[src/rtl/blit_pkg.sv]
// Shared constants and types for the sprite blitter: screen/sheet geometry,
// the controller state encoding and the read delay-line entry.
package blit_pkg;

  localparam int SHEET_W  = 640;
  localparam int SCREEN_W = 640;
  localparam int SCREEN_H = 480;

  typedef enum logic [1:0] {
    IDLE  = 2'd0,
    RUN   = 2'd1,
    DRAIN = 2'd2,
    DONE  = 2'd3
  } state_t;

  // fb_addr travels with the coordinates so the write stage needs no multiply
  typedef struct packed {
    logic        valid;
    logic [10:0] dest_x;
    logic [10:0] dest_y;
    logic [18:0] fb_addr;
  } entry_t;

endpackage

[src/rtl/blit_delay_line.sv]
// Fixed-depth shift register that carries each outstanding read's destination
// alongside the SRAM latency; also reports when nothing is in flight.
module blit_delay_line
  import blit_pkg::*;
#(
  parameter int READ_LAT = 2
) (
  input  logic   clk,
  input  logic   rst_n,
  input  entry_t head,
  output entry_t tail,
  output logic   empty
);

  entry_t stage [READ_LAT];

  always_ff @(posedge clk or negedge rst_n) begin
    if (!rst_n) begin
      for (int i = 0; i < READ_LAT; i++) stage[i] <= '0;
    end else begin
      stage[0] <= head;
      for (int i = 1; i < READ_LAT; i++) stage[i] <= stage[i-1];
    end
  end

  assign tail = stage[READ_LAT-1];

  always_comb begin
    empty = 1'b1;
    for (int i = 0; i < READ_LAT; i++) begin
      if (stage[i].valid) empty = 1'b0;
    end
  end

endmodule

[src/rtl/sprite_blitter.sv]
// Copies a rectangle from the sprite sheet into the frame buffer in raster
// order, one read per cycle, skipping key-coloured and off-screen pixels.
module sprite_blitter
  import blit_pkg::*;
#(
  parameter int          READ_LAT = 2,
  parameter logic [15:0] KEY      = 16'h0000
) (
  input  logic        Clk,
  input  logic        Reset_n,
  input  logic        Start,
  input  logic [10:0] SRAM_ADDR_X_Start,
  input  logic [10:0] SRAM_ADDR_Y_Start,
  input  logic [9:0]  Sprite_W,
  input  logic [9:0]  Sprite_H,
  input  logic [9:0]  Dest_X,
  input  logic [9:0]  Dest_Y,
  output logic [19:0] SRAM_Addr,
  output logic        SRAM_Re,
  input  logic [15:0] SRAM_Data,
  output logic        FB_We,
  output logic [18:0] FB_Addr,
  output logic [15:0] FB_Data,
  output logic        Busy,
  output logic        Done
);

  state_t      state;
  logic [9:0]  w_m1, h_m1, col, row;
  logic [19:0] sheet_row, start_sheet;
  logic [18:0] fb_row, fb_cur, start_fb;
  logic [10:0] dx0, dx_cur, dy_cur;
  logic        zero_size, launch, wrap, last, advance, drained, write_ok;
  entry_t      head, tail;

  assign zero_size   = (Sprite_W == 10'd0) || (Sprite_H == 10'd0);
  assign launch      = (state == IDLE) && Start && !zero_size;
  assign wrap        = (col == w_m1);
  assign last        = wrap && (row == h_m1);
  assign advance     = (state == RUN) && !last;
  assign start_sheet = 20'(SRAM_ADDR_Y_Start) * 20'(SHEET_W) + 20'(SRAM_ADDR_X_Start);
  assign start_fb    = 19'(Dest_Y) * 19'(SCREEN_W) + 19'(Dest_X);

  // Control: state, read strobe/address and status flags
  always_ff @(posedge Clk or negedge Reset_n) begin
    if (!Reset_n) begin
      state     <= IDLE;
      SRAM_Re   <= 1'b0;
      SRAM_Addr <= '0;
      Busy      <= 1'b0;
      Done      <= 1'b0;
    end else begin
      case (state)
        IDLE: begin
          if (Start) begin
            Busy <= 1'b1;
            if (zero_size) begin
              state <= DONE;
              Done  <= 1'b1;
            end else begin
              state     <= RUN;
              SRAM_Re   <= 1'b1;
              SRAM_Addr <= start_sheet;
            end
          end
        end
        RUN: begin
          if (last) begin
            state   <= DRAIN;
            SRAM_Re <= 1'b0;
          end else begin
            SRAM_Addr <= wrap ? sheet_row + 20'(SHEET_W) : SRAM_Addr + 20'd1;
          end
        end
        DRAIN: begin
          if (drained) begin
            state <= DONE;
            Done  <= 1'b1;
          end
        end
        DONE: begin
          state <= IDLE;
          Done  <= 1'b0;
          Busy  <= 1'b0;
        end
        default: state <= IDLE;
      endcase
    end
  end

  // Walk counters and incremental row bases; reloaded on every launch
  always_ff @(posedge Clk) begin
    if (launch) begin
      w_m1      <= Sprite_W - 10'd1;
      h_m1      <= Sprite_H - 10'd1;
      col       <= '0;
      row       <= '0;
      sheet_row <= start_sheet;
      fb_row    <= start_fb;
      fb_cur    <= start_fb;
      dx0       <= 11'(Dest_X);
      dx_cur    <= 11'(Dest_X);
      dy_cur    <= 11'(Dest_Y);
    end else if (advance) begin
      if (wrap) begin
        col       <= '0;
        row       <= row + 10'd1;
        sheet_row <= sheet_row + 20'(SHEET_W);
        fb_row    <= fb_row + 19'(SCREEN_W);
        fb_cur    <= fb_row + 19'(SCREEN_W);
        dx_cur    <= dx0;
        dy_cur    <= dy_cur + 11'd1;
      end else begin
        col    <= col + 10'd1;
        fb_cur <= fb_cur + 19'd1;
        dx_cur <= dx_cur + 11'd1;
      end
    end
  end

  assign head = '{valid: SRAM_Re, dest_x: dx_cur, dest_y: dy_cur, fb_addr: fb_cur};

  blit_delay_line #(.READ_LAT(READ_LAT)) u_delay (
    .clk   (Clk),
    .rst_n (Reset_n),
    .head  (head),
    .tail  (tail),
    .empty (drained)
  );

  assign write_ok = tail.valid && (SRAM_Data != KEY) &&
                    (tail.dest_x < 11'(SCREEN_W)) && (tail.dest_y < 11'(SCREEN_H));

  // Write stage: one cycle after data returns; address/data hold when idle
  always_ff @(posedge Clk or negedge Reset_n) begin
    if (!Reset_n) begin
      FB_We   <= 1'b0;
      FB_Addr <= '0;
      FB_Data <= '0;
    end else begin
      FB_We <= write_ok;
      if (write_ok) begin
        FB_Addr <= tail.fb_addr;
        FB_Data <= SRAM_Data;
      end
    end
  end

endmodule
[config.mk]
export PLATFORM = sky130hd
export DESIGN_NAME = sprite_blitter
export DESIGN_NICKNAME = d
export VERILOG_FILES = /design/src/rtl/blit_pkg.sv /design/src/rtl/blit_delay_line.sv /design/src/rtl/sprite_blitter.sv
export SDC_FILE = /design/constraint.sdc
export NUM_CORES = 1
export LEC_CHECK = 0
export BUFFER_PORTS_ARGS = -buffer_cell sky130_fd_sc_hd__buf_2
export CORE_MARGIN = 5
export CORE_UTILIZATION = 25
export CTS_CLUSTER_SIZE = 40
export DETAILED_ROUTE_END_ITERATION = 10
export PLACE_DENSITY = 0.39
export SYNTH_ARGS = -nofsm -noshare
export SYNTH_HDL_FRONTEND = slang
export SYNTH_SLANG_ARGS = --single-unit
[constraint.sdc]
create_clock -name Clk -period 8.4 [get_ports Clk]
set_input_delay 0.84 -clock Clk [delete_from_list [all_inputs] [get_ports Clk]]
set_output_delay 0.84 -clock Clk [all_outputs]
set_load 0.01 [all_outputs]
==> reports/qor.txt <==
outcome = finished clean
register cell area after layout = 0.006711 mm^2
drt first pass iters = 4
reg2reg start = col[7]$_SDFFE_PP0P_
critical path's top delay family = buffers and inverters
critical path peak fanout = 73
Antenna diodes = 0
Detail Placement HPWL = 21990 um
GRT Overall Usage = 0.1076
Crit Path Category = in -> reg
Slew @ Worst Pin = 1.144 ns
post-CTS setup buffer count = 0
Num CTS Buffers = 30
gpl congestion = 0.7499
Port-buffer cells = 139
combinational share of power = 0.316
Clk pin slew, worst setup/hold paths = 0.06 ns
clock sinks = 251
Rel. slew slack = 0.2345
multiplexer area fraction after synthesis = 0.02218
Mapped Cells = 1256
simple-gate share of the synthesized area = 0.1760
launch point of the worst path = Sprite_W[0]
slowest library cell on the worst path = buf_4
Async SR Flop Fraction = 0.4821
hold-fix buffers at CTS = 0
Critical Path End Type = flop
Final Hold Vio Count = 0
switching share of power = 0.3541
Syn Nets = 1396
final setup vio count = 0
post-DR wirelength/cell = 14.69 um
Post-Syn Area = 0.01286 mm^2
drt drc = 0
Root Buffer = clkbuf_16
most frequent cells in the layout = nand2_1, buf_2, dfrtp_1, nor2_1, edfxtp_1
die height = 236.8 um
CTS H-tree depth = 1
Reg power frac = 0.423
CTS max path bufs = 3
commonest non-fill, non-tap cell in the layout = nand2_1
Hold Crit Class = in -> async
predominant post-synthesis flop cell = dfrtp_1
worst r2r path cells = 6
Total Routed Length = 30770 um
Fillers = 5381
leakage = 6.307 nW
syn avg cell area = 10.24 um^2
minimum clock period = 3.831 ns
row count = 83
cts repair resizes = 0
share of layout cells above drive strength 1 = 0.1484
footprint of the multi-input gates = 0.005836 mm^2
setup_tns = 0 ns
Clk pwr share = 0.261
Psw = 1.799 mW
Remaining Overflow, GRT = 0
Warnings, synthesis = 0
Final ANT Viol Nets = 0
Worst Slack Setup Final = 4.569 ns
Starting Density = 0.2518
largest net degree at the start of global routing = 79
Internal = 3.282 mW
max capacitance violation total = 0
largest family of logic cells by synthesized area = simple AND/OR/NAND/NOR gates
Via-to-Cell Ratio = 4.337
Slew Viols, Final = 0
core area = 0.05109 mm^2
Critical path buffers and inverters = 5
CP Depth = 12
Synth Area in Compound Gates = 0.09367
CTS tree = yes
Synth Area in XOR/XNOR = 0.1014
sequential area share after synthesis = 0.5217
initial antenna violation count = 4
RSZ-0062 raised after global routing = no
vias in the first global route = 9277
number of DRC markers in iteration 0 = 377
Worst Path Required = 8.66 ns
CP most frequent cell = buf_4
Die X = 236.8 um
Placement Setup Slack = 3.848 ns
clock skew = 0.02763 ns
highest clock rate = 261.0 MHz
Post-synth EDFFs = 108
die footprint = 0.05609 mm^2
CP arrival = 4.09 ns
routed via count = 9086
period utilization = 0.4561
CP max stage delay = 0.56 ns
Synth Register Bits = 251
worst path cell trace = buf_2 -> inv_1 -> ha_1 -> or4b_1 -> nor3_1 -> a31oi_1 -> nand3_2 -> buf_4 -> inv_4 -> buf_4 -> nand2_1 -> o21ai_0
P per Cell Area = 332.1 mW/mm^2
worst skew pair latency = 0.57 ns
worst vdd ir = 189.8 uV
net count reported at finish = 1531
num ports = 140
Adder-Cell Fraction of Synth Area = 0.05972
area delta synth->final = 18.97%
count of cell types in the netlist = 65
first-pass GRT wire length = 50290 um
crit path launch type = input pin
-- layout make-up --
type	instances	area share
inverters	33	0.008258
well taps	680	0.05560
multi-input cells	928	0.3813
flip-flops and latches	251	0.4386
clock buffers	46	0.05985
clock inverters	10	0.006868
repair buffers	147	0.04955
-- power groups by stage --
stage	combinational (mW)	clock, mW	sequential (mW)
2_1_floorplan	1.10	0	2.16
5_1_grt	1.84	1.42	2.22
3_5_place_dp	1.64	0	2.18
3_3_place_gp	1.64	0	2.18
6_report	1.61	1.33	2.15
4_1_cts	1.65	1.37	2.16
-- flip-flops by register name (all words and copies together) (netlist names) --
register	count
FB_Data	16
dy_cur	11
row	10
u_delay.stage	30
state	2
w_m1	10
FB_Addr	19
dx_cur	11
Done	1
col	10
fb_cur	19
FB_We	1
fb_row	19
Busy	1
SRAM_Re	1
h_m1	10
SRAM_Addr	20
dx0	10
u_delay.tail	30
sheet_row	20
-- synth_stat cells, types with 6 or more instances --
library cell / instances / area share
a21o_1: 6 / 0.0035
inv_1: 31 / 0.0090
buf_1: 6 / 0.0018
ha_1: 55 / 0.053
and2_1: 11 / 0.0053
xor2_1: 87 / 0.059
edfxtp_1: 108 / 0.25
a31oi_1: 8 / 0.0039
o21a_1: 8 / 0.0047
nand3_1: 41 / 0.016
nand4_1: 17 / 0.0083
and3_1: 15 / 0.0073
nand2_1: 225 / 0.066
buf_2: 14 / 0.0054
o211ai_1: 21 / 0.012
dfxtp_1: 22 / 0.034
or3_1: 6 / 0.0029
and4_1: 6 / 0.0041
a21oi_1: 49 / 0.019
a211oi_1: 7 / 0.0041
o21ai_0: 79 / 0.031
nor3_1: 12 / 0.0047
clkbuf_1: 21 / 0.0061
xnor2_1: 62 / 0.042
nand2b_1: 8 / 0.0039
nor4_1: 15 / 0.0073
nor2_1: 110 / 0.032
mux2i_1: 27 / 0.021
dfrtp_1: 121 / 0.24
-- per-stage QoR --
stage	instance area, um^2	hold WS [ns]	utilization	std cells	power [mW]
final	15300	0.3294	0.2995	2095	5.082
after global placement	14280	0.3319	0.2795	2039	3.811
after detailed placement	14280	0.3347	0.2795	2039	3.819
after CTS	15300	0.3205	0.2995	2095	5.181
after global routing	15300	0.3489	0.2995	2095	5.484
after floorplan	12860	0.3312	-	1256	3.264
-- final timing paths --
kind | endpoint | slack [ns]
setup / recovery | fb_cur[5]$_DFFE_PP_ | 4.57
min in group Clk | u_delay.tail[7]$_DFF_PN0_ | 0.34
max in group asynchronous | SRAM_Addr[14]$_DFFE_PN0P_ | 6.65
setup reg to reg | sheet_row[11]$_DFFE_PP_ | 4.82
hold reg to reg | u_delay.tail[7]$_DFF_PN0_ | 0.34
hold / removal | FB_Data[13]$_DFFE_PN0P_ | 0.33
-- cells by family (layout without fill, tap and decap cells) --
logic type                 Yosys count  in the layout
buffers and inverters               77            236
DFF                                251            251
xor gates and xnor gates           149            149
and+or+nand+nor                    491            491
muxes                               28             28
AOI/OAI and AO/OA                  201            201
adders and majority gates           59             59
-- routing by layer --
metal | track usage | vias up | wire length (um)
met5 | 0 | - | 11
met4 | 0.02099 | 2 | 533
met3 | 0.02248 | 32 | 1437
met2 | 0.1768 | 154 | 14100
met1 | 0.1481 | 4241 | 14690
li1 | - | 4657 | -
Power figures use the tool's default switching activity.
